$ cat src/rtl/instruction_cache_if.sv
// Fetch-side (PC/busywait) and memory-side (mem_read/mem_busywait) signals
// of the instruction cache. The cache is the slave end.
interface instruction_cache_if #(
    parameter int ADDR_BITS = 10
);
    logic [31:0]          PC;
    logic [31:0]          INSTRUCTION;
    logic                 busywait;
    logic                 mem_read;
    logic [ADDR_BITS-5:0] mem_address;
    logic [127:0]         mem_readdata;
    logic                 mem_busywait;

    modport slave (
        input  PC, mem_readdata, mem_busywait,
        output INSTRUCTION, busywait, mem_read, mem_address
    );

    modport master (
        output PC, mem_readdata, mem_busywait,
        input  INSTRUCTION, busywait, mem_read, mem_address
    );
endinterface

$ cat src/rtl/instruction_cache.sv
// Direct-mapped, read-only instruction cache with 16-byte blocks. Stalls the
// PC unit with busywait while a missing block is fetched from memory.
module instruction_cache #(
    parameter int ADDR_BITS  = 10,
    parameter int INDEX_BITS = 3
) (
    input logic                CLK,
    input logic                RESET,
    instruction_cache_if.slave bus
);
    localparam int BLK_BITS = ADDR_BITS - 4;
    localparam int TAG_BITS = BLK_BITS - INDEX_BITS;
    localparam int LINES    = 1 << INDEX_BITS;

    typedef enum logic [1:0] {IDLE, MEM_READ, UPDATE} state_t;
    state_t state, state_next;

    logic [LINES-1:0]    valid;
    logic [TAG_BITS-1:0] tag_store  [LINES];
    logic [127:0]        data_store [LINES];
    logic [BLK_BITS-1:0] fill_addr;

    logic [1:0]            word_sel;
    logic [INDEX_BITS-1:0] index;
    logic [TAG_BITS-1:0]   tag;
    logic [INDEX_BITS-1:0] fill_index;
    logic [TAG_BITS-1:0]   fill_tag;
    logic                  hit;
    logic                  fill_done;
    logic                  unused_pc;

    assign word_sel   = bus.PC[3:2];
    assign index      = bus.PC[INDEX_BITS+3:4];
    assign tag        = bus.PC[ADDR_BITS-1:INDEX_BITS+4];
    assign fill_index = fill_addr[INDEX_BITS-1:0];
    assign fill_tag   = fill_addr[BLK_BITS-1:INDEX_BITS];
    assign unused_pc  = &{1'b0, bus.PC[31:ADDR_BITS], bus.PC[1:0]};

    assign hit             = valid[index] && (tag_store[index] == tag);
    assign bus.INSTRUCTION = data_store[index][{word_sel, 5'b00000} +: 32];
    assign bus.mem_address = fill_addr;
    assign fill_done       = (state == MEM_READ) && !bus.mem_busywait;

    always_ff @(posedge CLK) begin
        if (RESET) begin
            state     <= IDLE;
            valid     <= '0;
            fill_addr <= '0;
        end else begin
            state <= state_next;
            if (state == IDLE && !hit)
                fill_addr <= {tag, index};
            if (fill_done)
                valid[fill_index] <= 1'b1;
        end
    end

    // Block and tag arrays carry no reset; the valid bits alone gate their use.
    always_ff @(posedge CLK) begin
        if (!RESET && fill_done) begin
            data_store[fill_index] <= bus.mem_readdata;
            tag_store[fill_index]  <= fill_tag;
        end
    end

    always_comb begin
        state_next   = state;
        bus.busywait = 1'b0;
        bus.mem_read = 1'b0;
        case (state)
            IDLE: begin
                if (!hit) begin
                    bus.busywait = 1'b1;
                    state_next   = MEM_READ;
                end
            end
            MEM_READ: begin
                bus.busywait = 1'b1;
                bus.mem_read = 1'b1;
                if (!bus.mem_busywait)
                    state_next = UPDATE;
            end
            UPDATE: begin
                bus.busywait = 1'b1;
                state_next   = IDLE;
            end
            default: state_next = IDLE;
        endcase
        // Reset silences both handshakes even when the current PC misses.
        if (RESET) begin
            bus.busywait = 1'b0;
            bus.mem_read = 1'b0;
            state_next   = IDLE;
        end
    end
endmodule

$ cat src/flat_wrapper.sv
// flat-port wrapper written by rule: the top's interface ports become plain ports
module instruction_cache_flat 
#(
    parameter int ADDR_BITS  = 10,
    parameter int INDEX_BITS = 3
)
  (CLK, RESET, bus_PC, bus_mem_readdata, bus_mem_busywait, bus_INSTRUCTION, bus_busywait, bus_mem_read, bus_mem_address);
  instruction_cache_if #(.ADDR_BITS(ADDR_BITS)) bus_i ();
  input logic CLK;
  input logic RESET;
  input wire logic [$bits(bus_i.PC)-1:0] bus_PC;
  input wire logic [$bits(bus_i.mem_readdata)-1:0] bus_mem_readdata;
  input wire logic [$bits(bus_i.mem_busywait)-1:0] bus_mem_busywait;
  output wire logic [$bits(bus_i.INSTRUCTION)-1:0] bus_INSTRUCTION;
  output wire logic [$bits(bus_i.busywait)-1:0] bus_busywait;
  output wire logic [$bits(bus_i.mem_read)-1:0] bus_mem_read;
  output wire logic [$bits(bus_i.mem_address)-1:0] bus_mem_address;
  assign bus_i.PC = bus_PC;
  assign bus_i.mem_readdata = bus_mem_readdata;
  assign bus_i.mem_busywait = bus_mem_busywait;
  assign bus_INSTRUCTION = bus_i.INSTRUCTION;
  assign bus_busywait = bus_i.busywait;
  assign bus_mem_read = bus_i.mem_read;
  assign bus_mem_address = bus_i.mem_address;
  instruction_cache #(.ADDR_BITS(ADDR_BITS), .INDEX_BITS(INDEX_BITS)) u_core (.CLK(CLK), .RESET(RESET), .bus(bus_i));
endmodule
$ cat config.mk
export PLATFORM = sky130hd
export DESIGN_NAME = instruction_cache_flat
export DESIGN_NICKNAME = d
export VERILOG_FILES = /design/src/rtl/instruction_cache_if.sv /design/src/rtl/instruction_cache.sv /design/src/flat_wrapper.sv
export SDC_FILE = /design/constraint.sdc
export NUM_CORES = 1
export LEC_CHECK = 0
export BUFFER_PORTS_ARGS = -buffer_cell sky130_fd_sc_hd__buf_2
export CORE_UTILIZATION = 65
export CTS_CLUSTER_SIZE = 10
export DETAILED_ROUTE_END_ITERATION = 16
export GPL_TIMING_DRIVEN = 0
export PLACE_DENSITY_LB_ADDON = 0.25
export SLEW_MARGIN = 20
export SYNTH_ARGS = -nofsm -noshare
export SYNTH_HDL_FRONTEND = slang
export SYNTH_SLANG_ARGS = --single-unit
export TNS_END_PERCENT = 10
$ cat constraint.sdc
create_clock -name CLK -period 17.95 [get_ports CLK]
set_clock_uncertainty 0.2 [all_clocks]
set_input_delay 0.8975 -clock CLK [delete_from_list [all_inputs] [get_ports CLK]]
set_output_delay 0.8975 -clock CLK [all_outputs]
set_load 0.01 [all_outputs]
# Word level (Yosys, flattened, before mapping)
# Memory sizes are Yosys's and may differ from the RTL's.
# Cells that the tools add are included.
# W data, S select, Z words.
[word_totals]
ff_bits = 16
mem_bits_rw = 1048
input_bits = 163
output_inout_bits = 40
word_cells = 40
memories = 2
[memory_table]
columns = ["name", "depth", "width", "read_ports", "rd_ports_with_merged_regs", "write_ports", "line", "rtl"]
rows = [
  ["u_core.data_store", 8, 128, 1, 0, 1, "instruction_cache.sv:20", "logic [127:0] data_store [LINES];"],
  ["u_core.tag_store", 8, 3, 1, 0, 1, "instruction_cache.sv:19", "logic [TAG_BITS-1:0] tag_store [LINES];"],
]
[classes]
magnitude_cmp = 3
eq_ne = 5
n_shift = 1
muxes = 14
bitwise_logic = 1
reduce_logical = 11
[ops]
columns = ["cell", "count"]
rows = [
  ["$shiftx A128 B8 Y32", 1],
  ["$lt A3 B4 Y1 const B", 2],
  ["$mux W1", 8],
  ["$or A8 B8 Y8", 1],
  ["$logic_and A1 B1 Y1", 5],
  ["$mux W2", 2],
  ["$ne A2 B2 Y1 const B", 2],
  ["$pmux W2 S2", 1],
  ["$bmux W1 S3", 1],
  ["$demux W1 S3", 1],
  ["$eq A3 B3 Y1", 1],
  ["$ge A3 B1 Y1 const B", 1],
  ["$logic_not A1 Y1", 3],
  ["$eq A2 B1 Y1 const B", 1],
  ["$eq A2 B2 Y1 const B", 1],
  ["$logic_not A2 Y1", 1],
  ["$pmux W1 S2", 1],
  ["$reduce_and A2 Y1", 1],
  ["$reduce_or A2 Y1", 1],
]

# Logic depth before layout (Yosys ltp)
[depth]
word_depth = 6
mapped_depth = 9
depth_no_buf = 7

# Least setup slack after synthesis
# OpenSTA, ideal clock, no wires.
[synth_path]
path_kind = "input to register"
from = "input port RESET"
to = "memory u_core.data_store[0][0] (enable)"
setup_time_ns = 0.784
arrival_ns = 10.315
t_required_ns = 16.966
setup_slack_ns = 6.652
cell_stages = 4
path_buffers = 0
cell_sequence = "inv_2 nand2_1 or3_1 nor3_1"
[synth_between]
elab_chain_len = 4
[synth_rtl]
columns = ["element", "line", "rtl"]
rows = [
  ["start: declaration", "flat_wrapper.sv:10", "input logic RESET;"],
  ["$logic_not A1 Y1", "instruction_cache.sv:60", "if (!RESET && fill_done) begin"],
  ["$logic_and A1 B1 Y1", "instruction_cache.sv:60", ""],
  ["$mux W1", "instruction_cache.sv:60", ""],
  ["$mux W1 (not written as such)", "instruction_cache.sv:61", "data_store[fill_index] <= bus.mem_readdata;"],
  ["end: declaration", "instruction_cache.sv:20", ""],
]
# No other way between the ends.

# Final worst setup path
[layout_path]
from = "input port bus_PC[5]"
to = "output port bus_INSTRUCTION[17]"
[layout_between]
elab_chain_len = 2
[layout_rtl]
columns = ["element", "line", "rtl"]
rows = [
  ["start: declaration", "flat_wrapper.sv:11", "input wire logic [$bits(bus_i.PC)-1:0] bus_PC;"],
  ["$mem_v2 Z8 W128", "n/a", ""],
  ["$shiftx A128 B8 Y32", "instruction_cache.sv:40", "assign bus.INSTRUCTION = data_store[index][{word_sel, 5'b00000} +: 32];"],
  ["end: declaration", "flat_wrapper.sv:14", "output wire logic [$bits(bus_i.INSTRUCTION)-1:0] bus_INSTRUCTION;"],
]
# No other way between the ends.

==> flow_summary_export.csv <==
group,metric,value,unit
logic_synthesis,syn-num-nets,1754,
pwr,pwr-share-seq,0.541,
detailed_routing,vias,20200,
pwr,power,5.13,mW
clocking,cts_hold_buf,0,
final_layout,seqCellArea,31800,um^2
logic_synthesis,yosysSeqAreaShare,0.786,
timing,period_minus_slack,5270,ps
floorplan,core.rowCount,91,
setup_path,cp-end-kind,"output port",
pwr,p_clk_frac,0.398,
timing,relSlewSlack,0.194,
setup_path,reg2reg_to,"u_core.data_store[4][70]",
detailed_routing,route.met3.wl,11500,um
timing,hold_violations,0,
clocking,cts_made_buffers,116,
timing,slew_violations,0,
final_layout,final_nets,2129,
logic_synthesis,yosysUniqueCellTypes,28,
placed_design,pre_cts_slack,12620,ps
final_layout,final_cell_mix,"edfxtp_1, mux4_2, buf_2, clkbuf_16, clkbuf_1",
setup_path,crit_family,"buffers and inverters",
floorplan,start_util,0.657,
final_layout,layout-drive-gt1-share,0.401,
logic_synthesis,synthCells,1586,
pwr,p_switching,1.08,mW
timing,setup_viol_count_final,0,
logic_synthesis,synth_edf_count,1048,
clocking,clockRootBuffer,"clkbuf_16",
final_layout,multi_input_area,8280,um^2
placed_design,place.port_buffers,173,
timing,worst_pin_slew,1210,ps
pwr,netSwitchingFraction,0.210,
setup_path,startpoint,"bus_PC[5]",
final_layout,fin_area,46900,um^2
detailed_routing,routed_wl,104000,um
logic_synthesis,synth_area_per_cell,25.5,um^2
pwr,intPower,4.05,mW
setup_path,arrival,4180,ps
global_routing,grt_max_degree,22,
floorplan,io-pin-count,203,
setup_path,critPathBufInv,4,
clocking,path_clk_slew,50,ps
timing,layout_setup_ws,12680,ps
detailed_routing,drt-met1-wl,36400,um
setup_path,crit_path_start_kind,"primary input",
clocking,post_cts_buffers,0,
clocking,cts_resized,0,
final_layout,final_common_cell,"edfxtp_1",
setup_path,cp_cell_sequence,"buf_2 > clkbuf_1 > clkbuf_1 > mux4_2 > mux4_2 > mux2_2 > buf_2",
placed_design,gp_congestion,0.777,
run,maxCapViolations,0,
detailed_routing,vias_per_cell,7.09,
setup_path,cp.depth,7,
detailed_routing,first_pass_iters,7,
global_routing,grt_util_all_layers,0.338,
floorplan,dieArea,63200,um^2
clocking,clock_latency,670,ps
clocking,ctsLongestPathBuffers,3,
detailed_routing,drt_iter0_markers,2896,
detailed_routing,drc,0,
timing,setup_tns,0,ps
timing,period_share,0.294,
timing,max_freq,0.190,GHz
pwr,pwr_density_cell,110,nW/um^2
placed_design,place_hpwl,61400,um
detailed_routing,post_drt_wl_per_cell,36.7,um
logic_synthesis,synth_top_cell_area_share,0.778,
detailed_routing,ant_nets,0,
logic_synthesis,ys_warn_count,0,
setup_path,rrSetupSlack,14520,ps
setup_path,crit_slowest_cell,"clkbuf_1",
global_routing,grt_first_pass_wirelength,147000,um
logic_synthesis,synth_largest_area_cell,"edfxtp_1",
status,outcome,"completed",
detailed_routing,dr.max_layer_used,"met5",
setup_path,crit_fanout,10,
pwr,comb_power_share,0.061,
pwr,ir_drop,0.0000918,V
clocking,cts_tree,"built",
placed_design,place_area,43800,um^2
logic_synthesis,synth_flop_cell,"edfxtp_1",
floorplan,core,61600,um^2
setup_path,cp-endpoint,"bus_INSTRUCTION[17]",
global_routing,overflow,0,
setup_path,r2r_cells,10,
setup_path,r2r-start,"u_core.state[1]",
clocking,cts_max_level,3,
final_layout,syn_to_final_growth,15.9,%
floorplan,die_w,251,um
logic_synthesis,synthTopCellsByArea,"edfxtp_1, mux4_2, mux2_2",
logic_synthesis,syn-cell-area,40400,um^2
logic_synthesis,ys_ff_latch,1064,
timing,rsz0062_at_grt,"false",
final_layout,nFillCells,2911,
min_path,hold_class,"register to register",
pwr,leakagePower,15.2,nW
setup_path,cp.required,16850,ps
logic_synthesis,async_flop_share,0,
detailed_routing,met2_length,52700,um
global_routing,grt_pass1_vias,20700,
floorplan,die_y,251,um
global_routing,antenna_found_initial,19,
clocking,cts.sinks,1064,
setup_path,worst-setup-path-type,"primary input to output port",
setup_path,cpPeakStageDelay,950,ps
-- metal layers --
metal | vias to the layer above | track usage
met1 | 10500 | 0.458
li1 | 7639 | -
met3 | 273 | 0.0711
met5 | - | 0
met4 | 14 | 0.133
met2 | 1698 | 0.552
-- worst min-delay path by stage --
stage | start | endpoint | slack (ps) | cells past startpoint
after floorplan | u_core.valid[2] | u_core.valid[2] | 220 | 1
final | u_core.valid[0] | u_core.valid[0] | 260 | 1
after global routing | u_core.valid[2] | u_core.valid[2] | 280 | 1
after CTS | u_core.valid[0] | u_core.valid[0] | 250 | 1
after global placement | u_core.valid[2] | u_core.valid[2] | 230 | 1
after detailed placement | u_core.valid[0] | u_core.valid[0] | 240 | 1
-- logic make-up (layout without fill, tap and decap cells) --
kind of cell               after synthesis  after routing  synth area share
AOI/OAI and AO/OA                       11             11           0.00241
xor gates and xnor gates                 3              3          0.000650
adders and majority gates                5              5           0.00155
buffers and inverters                   86            489            0.0105
DFF                                   1064           1064             0.786
muxes                                  377            377             0.195
other                                    0             15                 0
and+or+nand+nor                         40             40           0.00430
-- metrics by stage --
step                      cells  hold slack [ps]  utilization
after floorplan            1586              221            -
after global placement     2596              228        0.688
after detailed placement   2680              243        0.711
after CTS                  2826              255        0.760
after global routing       2837              276        0.761
final                      2841              260        0.761
-- cells in the mapped netlist (all sizes together) (5+ instances only) --
library cell     n
mux2            33
clkbuf          23
dfxtp           16
edfxtp        1048
ha               5
mux2i           20
buf             58
inv              5
nand2           20
mux4           324
a21o             8
nor2            10
-- sequential cells by signal, summed over array words and instances (netlist names) --
| register | cells |
|---|---|
| u_core.data_store | 1024 |
| u_core.tag_store | 24 |
| u_core.valid | 8 |
| u_core.bus.mem_address | 6 |
| u_core.state | 2 |
-- final cells by class --
type,count,area share
diodes,15,0.000801
inverters,5,0.000400
multi-input cells,436,0.177
plain buffers,81,0.00867
clock inverters,3,0.000534
well taps,837,0.0223
clock buffers,143,0.0645
flip-flops and latches,1064,0.678
repair buffers,257,0.0478
-- power by group through the flow --
stage	registers, mW	logic, mW	clock network, mW
after CTS	2.78	0.311	2.05
after detailed placement	2.83	0.302	0
after global placement	2.84	0.278	0
after floorplan	2.83	0.166	0
after global routing	2.78	0.326	2.13
final	2.78	0.314	2.04
(Power assumes the default switching activity.)
